**config.mk**
```make
export PLATFORM = sky130hd
export DESIGN_NAME = wb_csr_bridge
export DESIGN_NICKNAME = d
export VERILOG_FILES = /design/src/rtl/wb_csr_bridge.sv
export SDC_FILE = /design/constraint.sdc
export NUM_CORES = 1
export LEC_CHECK = 0
export ABC_AREA = 1
export BUFFER_PORTS_ARGS = -buffer_cell sky130_fd_sc_hd__buf_2
export CAP_MARGIN = 20
export CORE_UTILIZATION = 46
export DETAILED_ROUTE_END_ITERATION = 6
export HOLD_SLACK_MARGIN = 0.05
export PLACE_DENSITY = 0.84
export SYNTH_ARGS = -nofsm -noshare
export SYNTH_HDL_FRONTEND = slang
export SYNTH_SLANG_ARGS = --single-unit
```
**constraint.sdc**
```tcl
create_clock -name sys_clk -period 3.8 [get_ports sys_clk]
set_input_delay 0.57 -clock sys_clk [delete_from_list [all_inputs] [get_ports sys_clk]]
set_output_delay 0.57 -clock sys_clk [all_outputs]
set_load 0.03 [all_outputs]
```
**src/rtl/wb_csr_bridge.sv**
```systemverilog
// Wishbone slave to CSR bus initiator bridge; one transaction in flight.
// Optional macro WB_CSR_BRIDGE_POSTED_WRITE_EN acks writes on the accepting edge.
module wb_csr_bridge #(
  parameter int unsigned read_latency = 1
) (
  input  logic        sys_clk,
  input  logic        sys_rst_n,
  input  logic [31:0] wb_adr_i,
  input  logic [31:0] wb_dat_i,
  output logic [31:0] wb_dat_o,
  input  logic        wb_cyc_i,
  input  logic        wb_stb_i,
  input  logic        wb_we_i,
  output logic        wb_ack_o,
  output logic [13:0] csr_a,
  output logic        csr_we,
  output logic [31:0] csr_do,
  input  logic [31:0] csr_di
);

  localparam int unsigned CNT_W  = 2;
  localparam int unsigned ADDR_W = 14;
  localparam int unsigned DATA_W = 32;

  typedef enum logic [1:0] {IDLE, WRITE, READ, ACK} state_t;

  state_t              state, state_nxt;
  logic [CNT_W-1:0]    cnt, cnt_nxt;
  logic [DATA_W-1:0]   wb_dat_nxt, csr_do_nxt;
  logic [ADDR_W-1:0]   csr_a_nxt;
  logic                wb_ack_nxt, csr_we_nxt;
  logic                req_c, last_c;

  assign req_c  = wb_cyc_i & wb_stb_i & ~wb_ack_o;
  assign last_c = (cnt == CNT_W'(read_latency - 1));

  // State and registered outputs
  always_ff @(posedge sys_clk) begin
    if (!sys_rst_n) begin
      state    <= IDLE;
      cnt      <= '0;
      wb_ack_o <= 1'b0;
      wb_dat_o <= '0;
      csr_a    <= '0;
      csr_we   <= 1'b0;
      csr_do   <= '0;
    end else begin
      state    <= state_nxt;
      cnt      <= cnt_nxt;
      wb_ack_o <= wb_ack_nxt;
      wb_dat_o <= wb_dat_nxt;
      csr_a    <= csr_a_nxt;
      csr_we   <= csr_we_nxt;
      csr_do   <= csr_do_nxt;
    end
  end

  // Next-state logic
  always_comb begin
    state_nxt = state;
    unique case (state)
      IDLE: begin
        if (req_c) begin
`ifdef WB_CSR_BRIDGE_POSTED_WRITE_EN
          state_nxt = wb_we_i ? ACK : READ;
`else
          state_nxt = wb_we_i ? WRITE : READ;
`endif
        end
      end
      WRITE:   state_nxt = ACK;
      READ:    if (last_c) state_nxt = ACK;
      ACK:     state_nxt = IDLE;
      default: state_nxt = IDLE;
    endcase
  end

  // Next values for the registered outputs and the read wait counter
  always_comb begin
    cnt_nxt    = cnt;
    wb_ack_nxt = 1'b0;
    wb_dat_nxt = wb_dat_o;
    csr_a_nxt  = csr_a;
    csr_we_nxt = 1'b0;
    csr_do_nxt = csr_do;
    unique case (state)
      IDLE: begin
        cnt_nxt = '0;
        if (req_c) begin
          csr_a_nxt  = wb_adr_i[15:2];
          csr_do_nxt = wb_dat_i;
          csr_we_nxt = wb_we_i;
`ifdef WB_CSR_BRIDGE_POSTED_WRITE_EN
          wb_ack_nxt = wb_we_i;
`endif
        end
      end
      WRITE: wb_ack_nxt = 1'b1;
      READ: begin
        if (last_c) begin
          wb_dat_nxt = csr_di;
          wb_ack_nxt = 1'b1;
          cnt_nxt    = '0;
        end else begin
          cnt_nxt = cnt + CNT_W'(1);
        end
      end
      ACK:     ;
      default: ;
    endcase
  end

endmodule

```
==> qor.txt, run 1 <==
Setup crit start: state[0]
Cell-internal power: 0.00178 W
Ports: 181
Core area: 6390 um^2
Crit share post-route: 60.8%
Root Driver: clkbuf_8
P_leak: 1.95 nW
Post-Synthesis Mean Instance Area: 7.87 um^2
# clock sinks: 84
Worst Setup Path Type: register to register
Slew headroom: 45.5%
Max-cap viol count: 0
Vias in the first global route: 2671
Tmin final: 2.31 ns
Setup ws final: 1.49 ns
Num CTS Buffers: 9
Syn Inst Count: 388
Switching share of power: 40.0%
Fraction of layout cells with a size suffix above 1: 33.5%
CP Cell Sequence: inv_1 > ha_1 > nand4_1 > buf_4 > clkinv_2 > nand2_1 > a21oi_1
Hold Crit Start: csr_a[6]
Top cells by count, synth: 102 x nand2_1, 84 x dfxtp_1, 69 x nor2_1, 50 x a21oi_1, 33 x o21ai_0
DIE HEIGHT: 83.5 um
Worst-margin pin slew: 0.818 ns
Critical path endpoint category: register
Worst Hold Path EP: csr_a[6]
Seq pwr share: 39.8%
# DRC: 0
RSZ-0062 raised after global routing: false
Initial DRC Count: 97
Die width: 83.5 um
Hold WC Path Type: register to register
Slowest-stage cell, CP: clkinv_2
Worst Path Required: 3.98 ns
Post-DP HPWL: 4770 um
Syn nets: 494
Die area: 6960 um^2
Peak VDD IR: 455 uV
Post-Route Utilization: 63.3%
Ys flop type: dfxtp_1
CP Max Fanout: 47
Fin nets: 647
DR WL/cell: 11.0 um
Initial antenna violation count: 0
All-Layer GR Usage: 20.3%
Cell with the most instances after synthesis: nand2_1
Via count: 2931
Switching Power: 0.00119 W
Min-Delay Path Depth: 2
IO buf count: 162
Power per cell area: 735 nW/um^2
DRT Wirelength: 6820 um
Slew Limit Fails: 0
DRT antenna net count: 0
Mapped Area: 3050 um^2
Setup WS pre-CTS: 1.45 ns
Post_cts resized: 0
Fmax: 0.433 GHz
Starting Density: 47.8%
Status: finished clean
TritonCTS clock tree: built
Largest net degree at the start of global routing: 51
Unique cell type count in the Yosys netlist: 17
Synthesized flop and latch total: 84
Final GP Congestion: 0.764
CP peak stage delay: 0.59 ns
Final setup violating endpoints: 0
Cts hold-fix bufs: 0
Yosys warning count: 0
Number of diodes: 0
Post-CTS Setup Inserts: 0
Row Count: 29
FF-to-FF path depth: 7
Worst Setup Start Kind: register
First-pass GRT wire length: 11500 um
Top delay family on crit path: buffers and inverters
Comb pwr share: 37.6%
Clock group share of total power: 22.7%
Setup tns final: 0 ns
Post-synth top area share: 55.1%
H-tree depth: 3
Register area share after synthesis: 55.1%
Clock transition at path regs: 0.07 ns
Crit path DAT: 2.49 ns
Post-synth EDFFs: 0
Layout Area Growth over Synthesis: 32.5%
Synth async-reset ratio: 0%
Via density: 4.70
Reg-to-Reg Start: state[0]
Clock tree buffer depth: 2
Largest cells by area after synthesis: dfxtp_1 55%, nand2_1 13%, nor2_1 8.5%
Most area-hungry cell type in the Yosys netlist: dfxtp_1
1st-pass router iterations: 4
Setup slack, reg-to-reg: 1.49 ns
Bufs and invs on worst path: 3
Worst r2r dst: csr_do[30]
Final Hold Vio Count: 0
Remaining Overflow, GRT: 0
Worst-Skew Late Latency: 0.34 ns
Final Skew: 0.00839 ns
## logic make-up after synthesis
kind of cell / Yosys count / synth area share, %
and+or+nand+nor: 179 / 22.4
DFF: 84 / 55.1
AOI/OAI and AO/OA: 83 / 13.6
buffers and inverters: 37 / 6.81
adders and majority gates: 5 / 2.05
## flip-flops by register name (all words and copies together), names as in the netlist
| register | flops |
|---|---|
| csr_we | 1 |
| csr_a | 14 |
| state | 2 |
| wb_ack_o | 1 |
| csr_do | 32 |
| cnt | 2 |
| wb_dat_o | 32 |
## cell usage in the layout (no fill, tap or decap)
cell / instances
a21oi_1: 50
buf_2: 162
buf_4: 3
bufinv_16: 2
clkbuf_1: 1
clkbuf_8: 9
clkinv_2: 2
clkinv_4: 1
clkinvlp_4: 2
dfxtp_1: 84
ha_1: 5
inv_1: 12
inv_2: 1
nand2_1: 102
nand3_1: 5
nand4_1: 1
nor2_1: 69
nor3_1: 1
o21ai_0: 33
or2_2: 1
## layer usage
| metal | track usage (%) | routed length (um) | share of wire [%] |
|---|---|---|---|
| met1 | 22.7 | 2920 | 43 |
| met2 | 34.6 | 3250 | 48 |
| met3 | 8.11 | 595 | 8.7 |
| met4 | 7.55 | 56 | 0.82 |
| met5 | 0 | 0 | 0 |
## area by class of cell
type	instances	area [um^2]
Clock buffer	10	128
Clock inverter	6	88.8
Fill cell	561	2340
Inverter	14	53.8
Multi-Input combinational cell	267	1160
Sequential cell	84	1680
Tap cell	77	96.3
Timing Repair Buffer	165	833
## worst max path at each step
stage	endpoint	cells after the start
6_report	csr_do[30]	7
5_1_grt	csr_do[30]	7
4_1_cts	csr_do[30]	7
3_5_place_dp	csr_do[30]	7
3_3_place_gp	csr_do[30]	7
2_1_floorplan	csr_do[2]	7
## per-stage QoR
stage	power (W)	instances	cell area (um^2)	hold slack, ns
after floorplan	0.00203	388	3050	0.457
after global placement	0.00230	607	3830	0.448
after detailed placement	0.00232	607	3830	0.453
after CTS	0.00300	623	4040	0.449
after global routing	0.00317	623	4040	0.439
final	0.00297	623	4040	0.460
## power by group through the flow
stage / registers, W / logic [W] / clock network [W]
finish: 0.00118 / 0.00112 / 0.000673
global route: 0.00121 / 0.00123 / 0.000734
CTS: 0.00118 / 0.00112 / 0.000696
detailed placement: 0.00120 / 0.00112 / 0
global placement: 0.00119 / 0.00111 / 0
floorplan: 0.00160 / 0.000437 / 0
## worst reg2reg max path: stages, from the launching register on
cell and delay [ns]:
dfxtp_1 0.36, inv_1 0.07, ha_1 0.27, nand4_1 0.11
buf_4 0.41, clkinv_2 0.60, nand2_1 0.25, a21oi_1 0.09
No activity file was read; power rests on OpenSTA's default activity.
==> run 2, diff against run 1 <==
--- a/config.mk
+++ b/config.mk
@@ -5,13 +5,13 @@
 export SDC_FILE = /design/constraint.sdc
 export NUM_CORES = 1
 export LEC_CHECK = 0
-export ABC_AREA = 1
+export ABC_AREA = 0
 export BUFFER_PORTS_ARGS = -buffer_cell sky130_fd_sc_hd__buf_2
 export CAP_MARGIN = 20
 export CORE_UTILIZATION = 46
 export DETAILED_ROUTE_END_ITERATION = 6
 export HOLD_SLACK_MARGIN = 0.05
-export PLACE_DENSITY = 0.84
+export PLACE_DENSITY = 0.8
 export SYNTH_ARGS = -nofsm -noshare
 export SYNTH_HDL_FRONTEND = slang
 export SYNTH_SLANG_ARGS = --single-unit
==> constraint.sdc (replaced) <==
create_clock -name sys_clk -period 2.16 [get_ports sys_clk]
set_input_delay 0.324 -clock sys_clk [delete_from_list [all_inputs] [get_ports sys_clk]]
set_output_delay 0.324 -clock sys_clk [all_outputs]
set_load 0.03 [all_outputs]
==> run 2 against run 1 <==
  * Worst hold slack lost 0.26 ns
  * Cell count increased by 2.1%
  * Non-clock buffer count rose by 3
  * Synthesized area is 22% higher
  * Largest cell class is now multi-input gates
  * Fmax is 41% higher
==> qor.txt, run 2 <==
Yosys warning count: 0
Starting Density: 47.8%
Worst Setup Start Kind: register
Top cells by count, synth: 115 x nand2_1, 84 x dfxtp_1, 44 x nand3_2, 44 x o21ai_2, 25 x a21boi_0
IO buf count: 162
Most common cell after layout, fill and taps aside: buf_2
Number of diodes: 0
Reg area: 1680 um^2
# clock sinks: 84
Final Skew: 0.00600 ns
H-tree depth: 3
Final Hold Vio Count: 0
Status: finished clean
Tmin final: 1.64 ns
DRT antenna net count: 0
TritonCTS clock tree: built
Post_cts resized: 0
Post-synth EDFFs: 0
Clock group share of total power: 25.2%
Via count: 3080
Post-Synthesis Mean Instance Area: 9.70 um^2
DR WL/cell: 11.8 um
Slew headroom: 69.5%
1st-pass router iterations: 4
Worst-margin pin slew: 0.457 ns
Unique cell type count in the Yosys netlist: 29
Via density: 4.84
Clock transition at path regs: 0.08 ns
Setup slack, reg-to-reg: 0.52 ns
Critical path endpoint category: register
Cell-internal power: 0.00317 W
Ys flop type: dfxtp_1
Final GP Congestion: 0.689
Worst Path Required: 2.42 ns
Slew Limit Fails: 0
Die area: 8440 um^2
Row Count: 32
Setup tns final: 0 ns
First-pass GRT wire length: 12300 um
Mapped Area: 3710 um^2
Register area share after synthesis: 45.3%
RSZ-0062 raised after global routing: false
Largest cells by area after synthesis: dfxtp_1 45%, nand3_2 12%, nand2_1 12%
Multi-input gate area: 1710 um^2
Fin nets: 635
FF-to-FF path depth: 6
End of the critical path: csr_a[6]
Hold WC Path Type: primary input to register
Comb pwr share: 36.9%
Final setup violating endpoints: 0
Seq pwr share: 38.0%
Switching Power: 0.00196 W
DRT Wirelength: 7480 um
Ports: 181
Crit share post-route: 76.0%
Max-cap viol count: 0
Num CTS Buffers: 9
Fraction of layout cells with a size suffix above 1: 50.7%
Post-CTS Setup Inserts: 0
DIE HEIGHT: 91.9 um
Commonest non-fill, non-tap cells in the layout: 161 x buf_2, 115 x nand2_1, 84 x dfxtp_1, 44 x nand3_2, 44 x o21ai_2
Synth async-reset ratio: 0%
Post-DP HPWL: 5340 um
Power per cell area: 1100 nW/um^2
Syn Inst Count: 383
Cts hold-fix bufs: 0
Clock tree buffer depth: 2
Worst-Skew Late Latency: 0.34 ns
Remaining Overflow, GRT: 0
Syn nets: 489
Peak VDD IR: 533 uV
Worst r2r dst: csr_a[6]
Largest net degree at the start of global routing: 68
Reg-to-Reg Start: state[1]
Initial antenna violation count: 0
Post-synth top area share: 45.3%
Biggest regs: csr_do x32, wb_dat_o x32, csr_a x14
Die width: 91.9 um
Switching share of power: 38.2%
Most area-hungry cell type in the Yosys netlist: dfxtp_1
P_leak: 2.06 nW
Initial DRC Count: 52
All-Layer GR Usage: 17.8%
Worst Setup Path Type: register to register
Cell with the most instances after synthesis: nand2_1
# DRC: 0
Crit path DAT: 1.91 ns
Layout Area Growth over Synthesis: 25.7%
CP Max Fanout: 52
Power, Total: 0.00513 W
Setup crit start: state[1]
Synthesized flop and latch total: 84
FILL cells: 708
Core area: 7770 um^2
Vias in the first global route: 2937
Fmax: 0.609 GHz
Root Driver: clkbuf_8
-- run 2: logic make-up (layout without fill, tap and decap cells) --
| kind of cell | Yosys count | in the layout | synth area share [%] |
|---|---|---|---|
| and+or+nand+nor | 169 | 169 | 25.5 |
| muxes | 3 | 3 | 0.842 |
| adders and majority gates | 5 | 5 | 1.68 |
| buffers and inverters | 39 | 190 | 8.69 |
| AOI/OAI and AO/OA | 83 | 83 | 18.0 |
| DFF | 84 | 84 | 45.3 |
-- run 2: area by class of cell --
cell class              count  area share (%)
well taps                 102            2.73
multi-input cells         260            36.6
repair buffers            168            19.2
clock inverters             4            2.09
inverters                   6           0.482
clock buffers              12            2.89
flip-flops and latches     84            36.0
-- run 2: critical path: stages, from the launching register on --
cell and delay, ns:
dfxtp_1 0.33, inv_1 0.08, ha_1 0.31, and4b_4 0.32, buf_12 0.31, nand3_2 0.12, o21ai_2 0.07
-- run 2: metrics by stage --
stage / util, % / cells / hold WS, ns / cell area (um^2) / setup WS (ns)
after floorplan: - / 383 / 0.445 / 3710 / 0.720
after detailed placement: 57.1 / 620 / 0.443 / 4440 / 0.524
after global placement: 57.1 / 620 / 0.433 / 4440 / 0.600
final: 60.1 / 636 / 0.196 / 4670 / 0.517
after global routing: 60.1 / 636 / 0.178 / 4670 / 0.404
after CTS: 60.1 / 636 / 0.174 / 4670 / 0.503
-- run 2: worst min-delay path by stage --
| stage | slack, ns | cells past startpoint | endpoint | startpoint |
|---|---|---|---|---|
| detailed placement | 0.44 | 2 | csr_a[12] | csr_a[12] |
| global placement | 0.43 | 2 | csr_a[11] | csr_a[11] |
| finish | 0.20 | 3 | csr_a[0] | wb_adr_i[2] |
| floorplan | 0.44 | 2 | csr_a[0] | wb_adr_i[2] |
| global route | 0.18 | 3 | csr_do[26] | wb_dat_i[26] |
| CTS | 0.17 | 3 | csr_do[30] | wb_dat_i[30] |
-- run 2: per-layer routing --
| layer | GRT usage (%) | vias up | part of all wire (%) |
|---|---|---|---|
| met5 | 0 | - | 0 |
| met2 | 31.4 | 117 | 48 |
| li1 | - | 1565 | - |
| met4 | 6.64 | 0 | 1.2 |
| met3 | 4.23 | 9 | 6.8 |
| met1 | 20.7 | 1389 | 44 |
-- run 2: power groups by stage --
| stage | Sequential, W | Clock, W | Combinational (W) |
|---|---|---|---|
| after global placement | 0.00197 | 0 | 0.00186 |
| after floorplan | 0.00247 | 0 | 0.00111 |
| final | 0.00195 | 0.00129 | 0.00189 |
| after CTS | 0.00195 | 0.00133 | 0.00192 |
| after detailed placement | 0.00198 | 0 | 0.00192 |
| after global routing | 0.00198 | 0.00139 | 0.00206 |
==> run 3, diff against run 2 <==
--- a/config.mk
+++ b/config.mk
@@ -8,10 +8,10 @@
 export ABC_AREA = 0
 export BUFFER_PORTS_ARGS = -buffer_cell sky130_fd_sc_hd__buf_2
 export CAP_MARGIN = 20
-export CORE_UTILIZATION = 46
+export CORE_UTILIZATION = 42
 export DETAILED_ROUTE_END_ITERATION = 6
 export HOLD_SLACK_MARGIN = 0.05
-export PLACE_DENSITY = 0.8
+export PLACE_DENSITY = 0.77
 export SYNTH_ARGS = -nofsm -noshare
 export SYNTH_HDL_FRONTEND = slang
 export SYNTH_SLANG_ARGS = --single-unit
==> constraint.sdc (replaced) <==
create_clock -name sys_clk -period 1.4 [get_ports sys_clk]
set_input_delay 0.21 -clock sys_clk [delete_from_list [all_inputs] [get_ports sys_clk]]
set_output_delay 0.21 -clock sys_clk [all_outputs]
set_load 0.03 [all_outputs]
==> run 3 against run 2 <==
  * Clock-buffer cell count fell by 3
  * Global-route usage increased by 0.10 points
  * Wire length up 13%
  * Setup slack worse by 0.48 ns
  * Via count increased by 4.4%
  * Fmax increased by 20%
  * Cell count is 5.8% higher
  * Critical path depth is 1 higher
  * Die area is 9.3% higher
  * First-iteration DRC count up 67%
  * Critical path type unchanged
  * Non-clock buffer count grew 34
  * Total power grew 65%
==> qor.txt, run 3 (synthesis results as in run 2) <==
Status: finished clean
1st-pass router iterations: 4
Final Skew: 0.0187 ns
Via density: 4.78
Post-DP HPWL: 5530 um
Fin nets: 669
# clock sinks: 84
Power per cell area: 1640 nW/um^2
Crit path DAT: 1.66 ns
First-pass GRT wire length: 13000 um
RSZ-0062 raised after global routing: true
Number of diodes: 0
Peak VDD IR: 732 uV
Most common cell after layout, fill and taps aside: buf_2
Slew headroom: 82.5%
IO buf count: 162
Slowest-stage cell, CP: dfxtp_2
Via count: 3215
Initial DRC Count: 87
Multi-input gate area: 1740 um^2
DRT Wirelength: 8450 um
CP peak stage delay: 0.35 ns
Tmin final: 1.36 ns
Die width: 96.0 um
CP Max Fanout: 12
Worst Setup Path Type: register to register
Core area: 8380 um^2
Reg area: 1680 um^2
Largest net degree at the start of global routing: 56
Commonest non-fill, non-tap cells in the layout: 161 x buf_2, 115 x nand2_1, 82 x dfxtp_1, 44 x o21ai_2, 43 x nand3_2
Vias in the first global route: 3082
Setup tns final: 0 ns
CP Cell Sequence: inv_2 > ha_4 > and4b_4 > buf_12 > buf_16 > nand3_2 > o21ai_2
Num CTS Buffers: 9
Worst Setup Start Kind: register
Layout Area Growth over Synthesis: 38.9%
# DRC: 0
Clock transition at path regs: 0.10 ns
Clock tree buffer depth: 2
Biggest regs: csr_do x32, wb_dat_o x32, csr_a x14
Final Hold Vio Count: 0
H-tree depth: 3
Die area: 9220 um^2
TritonCTS clock tree: built
Slew Limit Fails: 0
Ports: 181
Worst Path Required: 1.70 ns
Final GP Congestion: 0.704
Row Count: 33
Final setup violating endpoints: 0
Critical path endpoint category: register
Setup ws final: 0.0363 ns
Hold WC Path Type: primary input to register
Fraction of layout cells with a size suffix above 1: 52.1%
Root Driver: clkbuf_8
FILL cells: 717
Worst-margin pin slew: 0.263 ns
Initial antenna violation count: 0
Starting Density: 44.3%
Remaining Overflow, GRT: 0
Worst-Skew Late Latency: 0.35 ns
Crit share post-route: 97.4%
Max-cap viol count: 0
DIE HEIGHT: 96.0 um
DRT antenna net count: 0
DR WL/cell: 12.6 um
Setup WS pre-CTS: -0.0178 ns
P_leak: 2.28 nW
Fmax: 0.733 GHz
All-Layer GR Usage: 17.9%
==> run 3: report_power, final <==
group	internal, W	total (W)	switching [W]
Clock	0.000850	0.00179	0.000941
Combinational	0.00144	0.00364	0.00220
Sequential	0.00281	0.00302	0.000202
Total	0.00511	0.00845	0.00334
==> run 3: worst max-delay path: cells and delay by family (launching register included) <==
kind                     cells  cell delay [ns]
buffers and inverters        3             0.40
flip-flops                   1             0.35
AND/OR/NAND/NOR              2             0.35
adder cells (fa/ha/maj)      1             0.14
AO/OA/AOI/OAI                1             0.07
==> run 3: layout make-up <==
class,instances,area share (%)
Timing Repair Buffer,202,26.7
Sequential cell,84,32.6
Inverter,6,0.437
Multi-Input combinational cell,260,33.7
Clock buffer,9,2.40
Clock inverter,7,1.58
Tap cell,105,2.55
==> run 3: final timing paths <==
| path | depth (start not counted) | start | to | slack [ns] |
|---|---|---|---|---|
| worst min-delay path | 3 | wb_adr_i[9] | csr_a[7] | 0.07 |
| worst min register to register | 2 | csr_a[11] | csr_a[11] | 0.45 |
| worst max-delay path | 7 | state[0] | csr_do[17] | 0.04 |
| worst max register to register | 7 | state[0] | csr_do[17] | 0.04 |
==> run 3: repair_timing <==
item	CTS	global route
hold endpoints to repair	19	0
cloned	2	2
endpoints found under the setup margin	41	72
gates resized for setup	3	13
pin swaps	1	6
setup buffers	5	0
hold buffers	19	0
==> run 3: metrics by stage <==
stage | hold WS (ns) | cell area (um^2) | cells | utilization, % | total power, W
2_1_floorplan | 0.331 | 3720 | 383 | - | 0.00556
3_3_place_gp | 0.423 | 4560 | 630 | 54.4 | 0.00616
3_5_place_dp | 0.429 | 4560 | 630 | 54.4 | 0.00626
4_1_cts | 0.0501 | 5090 | 672 | 60.7 | 0.00836
5_1_grt | 0.0614 | 5160 | 673 | 61.5 | 0.00897
6_report | 0.0732 | 5160 | 673 | 61.5 | 0.00845
==> run 3: layer usage <==
metal / track usage (%) / part of all wire, % / up-vias
li1: - / - / 1637
met1: 19.1 / 42 / 1464
met2: 32.9 / 50 / 108
met3: 5.06 / 7.3 / 6
met4: 6.97 / 0.90 / 0
met5: 0 / 0 / -
